## config.mk

```make
export PLATFORM = sky130hd
export DESIGN_NAME = float_to_fix_flat
export DESIGN_NICKNAME = d
export VERILOG_FILES = /design/src/rtl/fp_pkg.sv /design/src/rtl/float_to_fix_if.sv /design/src/rtl/float_to_fix.sv /design/src/flat_wrapper.sv
export SDC_FILE = /design/constraint.sdc
export NUM_CORES = 1
export LEC_CHECK = 0
export ABC_AREA = 1
export BUFFER_PORTS_ARGS = -buffer_cell sky130_fd_sc_hd__clkbuf_2
export CORE_ASPECT_RATIO = 1.4
export CORE_MARGIN = 2
export CORE_UTILIZATION = 35
export DETAILED_ROUTE_END_ITERATION = 10
export GPL_ROUTABILITY_DRIVEN = 0
export PLACE_DENSITY = 0.55
export SKIP_CTS_REPAIR_TIMING = 1
export SKIP_LAST_GASP = 1
export SLEW_MARGIN = 10
export SYNTH_ARGS = -nofsm -noshare
export SYNTH_HDL_FRONTEND = slang
export SYNTH_SLANG_ARGS = --single-unit
```

## constraint.sdc

```tcl
create_clock -name clk -period 1.7 [get_ports clk]
set_input_delay 0.34 -clock clk [delete_from_list [all_inputs] [get_ports clk]]
set_output_delay 0.34 -clock clk [all_outputs]
set_load 0.005 [all_outputs]
```

## src/rtl/fp_pkg.sv

```systemverilog
// Half-precision float field layout, exponent constants and FSM states shared by the fix<->float converters.
// Pure declarations; no latency or backpressure of its own.
package fp_pkg;

    localparam int          BIAS    = 15;
    localparam int          FRAC    = 8;
    localparam logic [4:0]  EXP_TOP = 5'(BIAS + 15 - FRAC);
    localparam logic [4:0]  EXP_MIN = 5'(BIAS - FRAC);
    localparam logic [4:0]  EXP_MAX = 5'd31;

    typedef struct packed {
        logic       sgn;
        logic [4:0] exp;
        logic [9:0] man;
    } fp16_t;

    typedef enum logic [1:0] {
        IDLE,
        CLASSIFY,
        SHIFT,
        FINISH
    } state_t;

    // Saturated fix(8.8) value for the given sign.
    function automatic logic [15:0] sat_value(input logic sgn);
        return sgn ? 16'h8000 : 16'h7FFF;
    endfunction

    // Right-shift distance that puts the hidden one at its fix(8.8) weight.
    function automatic logic [3:0] shift_count(input logic [4:0] exp);
        return 4'(EXP_TOP - exp);
    endfunction

endpackage

```

## src/rtl/float_to_fix_if.sv

```systemverilog
// Start/done handshake and data bus between a requester and the float_to_fix converter.
// Requester drives start/flt_in; converter drives result and status flags.
interface float_to_fix_if;
    import fp_pkg::*;

    logic        start;
    fp16_t       flt_in;
    logic [15:0] fix_out;
    logic        done;
    logic        busy;
    logic        ovf;
    logic        inexact;

    modport master (
        output start, flt_in,
        input  fix_out, done, busy, ovf, inexact
    );

    modport slave (
        input  start, flt_in,
        output fix_out, done, busy, ovf, inexact
    );

endinterface

```

## src/rtl/float_to_fix.sv

```systemverilog
// Half float to signed fix(8.8) with truncation toward zero and saturation.
// Latency 3+k edges (k = EXP_TOP-exp for normals, 0 for specials); start is ignored while busy.
module float_to_fix
    import fp_pkg::*;
(
    input  logic           clk,
    input  logic           reset,
    float_to_fix_if.slave  bus
);

    state_t      state;
    fp16_t       op;
    logic [15:0] mag;
    logic [3:0]  ctr;
    logic        special;
    logic [15:0] spec_res;
    logic [15:0] fix_q;
    logic        done_q;
    logic        busy_q;
    logic        ovf_q;
    logic        inexact_q;

    assign bus.fix_out = fix_q;
    assign bus.done    = done_q;
    assign bus.busy    = busy_q;
    assign bus.ovf     = ovf_q;
    assign bus.inexact = inexact_q;

    always_ff @(posedge clk or negedge reset) begin
        if (!reset) begin
            state     <= IDLE;
            op        <= '0;
            mag       <= '0;
            ctr       <= '0;
            special   <= 1'b0;
            spec_res  <= '0;
            fix_q     <= '0;
            done_q    <= 1'b0;
            busy_q    <= 1'b0;
            ovf_q     <= 1'b0;
            inexact_q <= 1'b0;
        end else begin
            case (state)
                IDLE: begin
                    if (bus.start) begin
                        op        <= bus.flt_in;
                        done_q    <= 1'b0;
                        ovf_q     <= 1'b0;
                        inexact_q <= 1'b0;
                        busy_q    <= 1'b1;
                        state     <= CLASSIFY;
                    end
                end

                CLASSIFY: begin
                    special <= 1'b1;
                    ctr     <= '0;
                    mag     <= '0;
                    state   <= FINISH;
                    if (op.exp == 5'd0) begin
                        // Zero and denormals flush to zero.
                        spec_res  <= '0;
                        inexact_q <= (op.man != 10'd0);
                    end else if (op.exp == EXP_MAX || op.exp > EXP_TOP) begin
                        spec_res <= sat_value(op.sgn);
                        ovf_q    <= 1'b1;
                    end else if (op.exp == EXP_TOP) begin
                        // -128.0 is the one exactly representable value at this exponent.
                        if (op.sgn && op.man == 10'd0) begin
                            spec_res <= 16'h8000;
                        end else begin
                            spec_res <= sat_value(op.sgn);
                            ovf_q    <= 1'b1;
                        end
                    end else if (op.exp < EXP_MIN) begin
                        spec_res  <= '0;
                        inexact_q <= 1'b1;
                    end else begin
                        special <= 1'b0;
                        mag     <= {1'b1, op.man, 5'b0};
                        ctr     <= shift_count(op.exp);
                        if (shift_count(op.exp) != 4'd0) begin
                            state <= SHIFT;
                        end
                    end
                end

                SHIFT: begin
                    mag       <= mag >> 1;
                    ctr       <= ctr - 4'd1;
                    inexact_q <= inexact_q | mag[0];
                    if (ctr == 4'd1) begin
                        state <= FINISH;
                    end
                end

                FINISH: begin
                    if (special) begin
                        fix_q <= spec_res;
                    end else begin
                        fix_q <= op.sgn ? (~mag + 16'd1) : mag;
                    end
                    done_q <= 1'b1;
                    busy_q <= 1'b0;
                    state  <= IDLE;
                end

                default: state <= IDLE;
            endcase
        end
    end

endmodule

```

## src/flat_wrapper.sv

```systemverilog
// flat-port wrapper written by rule: the top's interface ports become plain ports
module float_to_fix_flat import fp_pkg::*;
  (clk, reset, bus_start, bus_flt_in, bus_fix_out, bus_done, bus_busy, bus_ovf, bus_inexact);
  float_to_fix_if bus_i ();
  input  logic clk;
  input  logic reset;
  input wire logic [$bits(bus_i.start)-1:0] bus_start;
  input wire logic [$bits(bus_i.flt_in)-1:0] bus_flt_in;
  output wire logic [$bits(bus_i.fix_out)-1:0] bus_fix_out;
  output wire logic [$bits(bus_i.done)-1:0] bus_done;
  output wire logic [$bits(bus_i.busy)-1:0] bus_busy;
  output wire logic [$bits(bus_i.ovf)-1:0] bus_ovf;
  output wire logic [$bits(bus_i.inexact)-1:0] bus_inexact;
  assign bus_i.start = bus_start;
  assign bus_i.flt_in = bus_flt_in;
  assign bus_fix_out = bus_i.fix_out;
  assign bus_done = bus_i.done;
  assign bus_busy = bus_i.busy;
  assign bus_ovf = bus_i.ovf;
  assign bus_inexact = bus_i.inexact;
  float_to_fix u_core (.clk(clk), .reset(reset), .bus(bus_i));
endmodule
```

==> reports/summary.txt <==
Async SR Flop Fraction - 100%
Reg area - 0.00153 sq mm
Avg WL per Cell - 13.1 um
Die Width - 85.0 um
Worst Path Max Fanout - 19
Number of core rows - 41
Reg-to-reg slack, setup - 0.14 ns
First-pass GRT wire length - 12.9 mm
IO Port Bufs - 38
Drt via density - 4.89
Cell count after placement - 545
Clock sink count - 61
Setup CP Type - reg2reg
Filler cells - 895
Register bit total from synthesis - 61
Post-route design area - 0.00395 sq mm
GRT overflow - 0
Most used flip-flop cell after synthesis - dfrtp_1
RSZ-0062 raised after global routing - yes
Routed vias - 2754
Num ports - 39
Layout cells sized above 1 - 20.6%
Max Slew Vio Count - 0
Min Clock Period, post-route - 1.56 ns
Inserted Diodes - 0
Largest net degree at the start of global routing - 62
Reg2reg path depth - 7
Worst-Skew Late Latency - 0.33 ns
Synth cell types - 31
Nets@finish - 482
Crit. End Element - register
DR iter-0 viols - 220
GRT Overall Usage - 16.2%
Status - finished, final reports clean
Final Util - 44.0%
Max-cap violations - 0
Total core area - 0.00898 sq mm
Final hold violations - 0
# H-tree levels - 3
Area Overhead vs Synth - 22.9%
Seq/Total Area, Yosys - 47.4%
Initial core utilization - 35.8%
Post-Layout Cell Count - 563
Worst-Margin Slew - 0.517 ns
Syn Nets - 429
Final WL - 7.38 mm
Peak VDD IR - 737 uV
Final worst-path setup slack - 0.138 ns
EDFF count, synth - 0
Pwr Total - 8.19 mW
CTS tree - yes
Num CTS Buffers - 9
Die footprint - 0.00999 sq mm
Pwr per Cell Area - 2070 mW/mm^2
Commonest non-fill, non-tap cell in the layout - nand2_1
CP arrival - 1.76 ns
Worst slew margin - 65.5%
Drt pass-1 iters - 4
Commonest non-fill, non-tap cells in the layout - 76 x nand2_1, 60 x dfrtp_1, 46 x inv_1
Area taken by multi-input logic gates - 0.00146 sq mm
Reg-to-reg endpoint - u_core.ctr[2]
Pleak - 1.99 nW
Critical Path Start Type - register
Netlist Area Pre-Place - 0.00322 sq mm
Final worst path period share - 91.9%
Dpl hpwl - 5.36 mm
Die height - 117 um
Final setup viols - 0
Root Buffer - clkbuf_16
CP Data Required Time - 1.89 ns
Avg Cell Area, Syn - 8.07 sq um
Synthesis Warnings - 0
Antenna violations before repair - 0
DRC errors left - 0
Routed Antenna Nets - 0
Worst slack at placement - 0.0754 ns
Vias in the first global route - 2723
Maximum root-to-sink buffer count - 2
Hold WC Path Type - in2async
Worst-path clk slew - 0.05 ns
Crit path launch - u_core.state[1]
Cells after Synth - 399
F_max - 640 MHz
Post-DP Area - 0.00365 sq mm
R2R Path Start - u_core.state[1]
Worst Skew - 0.00388 ns
## stage by stage
stage	setup TNS [ns]	hold WS, ns
3_3_place_gp	0	0.377
3_5_place_dp	0	0.383
4_1_cts	0	0.0305
5_1_grt	-0.0559	0.0458
6_report	0	0.0240
2_1_floorplan	0	0.0444
## cell usage after synthesis (3+ instances only)
library cell | count | area share [%]
nor2_1 | 41 | 4.8
inv_1 | 49 | 5.7
dfrtp_1 | 61 | 47
o21bai_2 | 8 | 2.8
nand3_1 | 40 | 6.2
ha_1 | 11 | 4.3
o22ai_1 | 15 | 2.9
nand4_1 | 3 | 0.58
nand2_1 | 78 | 9.1
o21ai_0 | 35 | 5.4
a21oi_1 | 23 | 3.6
clkbuf_1 | 8 | 0.93
nor2_2 | 3 | 0.58
## logic make-up after synthesis
kind of cell,Yosys count,synth area share (%)
compound gates,91,17.5
xor+xnor,3,0.817
fa+ha+maj,11,4.28
buf+inv,64,7.78
flops,61,47.4
simple gates,169,22.2
## area by class of cell
cell class | instances | area share (%)
Inverter | 51 | 4.84
Sequential cell | 61 | 38.6
Clock inverter | 2 | 0.253
Tap cell | 107 | 3.39
Clock buffer | 13 | 6.33
Timing Repair Buffer | 55 | 9.62
Multi-Input combinational cell | 274 | 36.9
## flip-flops by register name, summed over array words and instances (netlist names)
| name | cells |
|---|---|
| u_core.bus.busy | 1 |
| u_core.bus.done | 1 |
| u_core.bus.fix_out | 16 |
| u_core.bus.inexact | 1 |
| u_core.bus.ovf | 1 |
| u_core.ctr | 4 |
| u_core.mag | 16 |
| u_core.op | 16 |
| u_core.spec_res | 2 |
| u_core.special | 1 |
| u_core.state | 2 |
## worst max-delay path by stage
stage	end	slack, ns	cells past startpoint
after floorplan	u_core.mag[10]	0.04	6
after global placement	u_core.bus.fix_out[12]	0.14	10
after detailed placement	u_core.bus.fix_out[14]	0.08	10
after CTS	u_core.bus.fix_out[14]	0.06	10
after global routing	u_core.bus.fix_out[12]	-0.04	10
final	u_core.ctr[2]	0.14	7
## power by group
group	total (mW)	switching, mW	internal [mW]	leakage [nW]
sequential	2.48	0.372	2.11	0.758
clock	1.58	0.575	1.01	0.129
combinational	4.13	2.46	1.67	1.10
total	8.19	3.41	4.79	1.99
## critical path, stage by stage, from the launching register on
cell and delay [ns]:
dfrtp_1 0.38, inv_1 0.09, ha_2 0.39, buf_12 0.17, nand2_1 0.07, xor2_1 0.14
o21ai_0 0.07, o21ai_0 0.12
## per-layer routing
metal / vias up / routed length [um] / global-route usage [%]
met1: 1253 / 3310 / 20.2
met4: 0 / 231 / 9.92
met3: 15 / 330 / 3.16
met2: 62 / 3510 / 25.6
met5: - / 0 / 0
li1: 1424 / - / -
(Power assumes the default switching activity.)
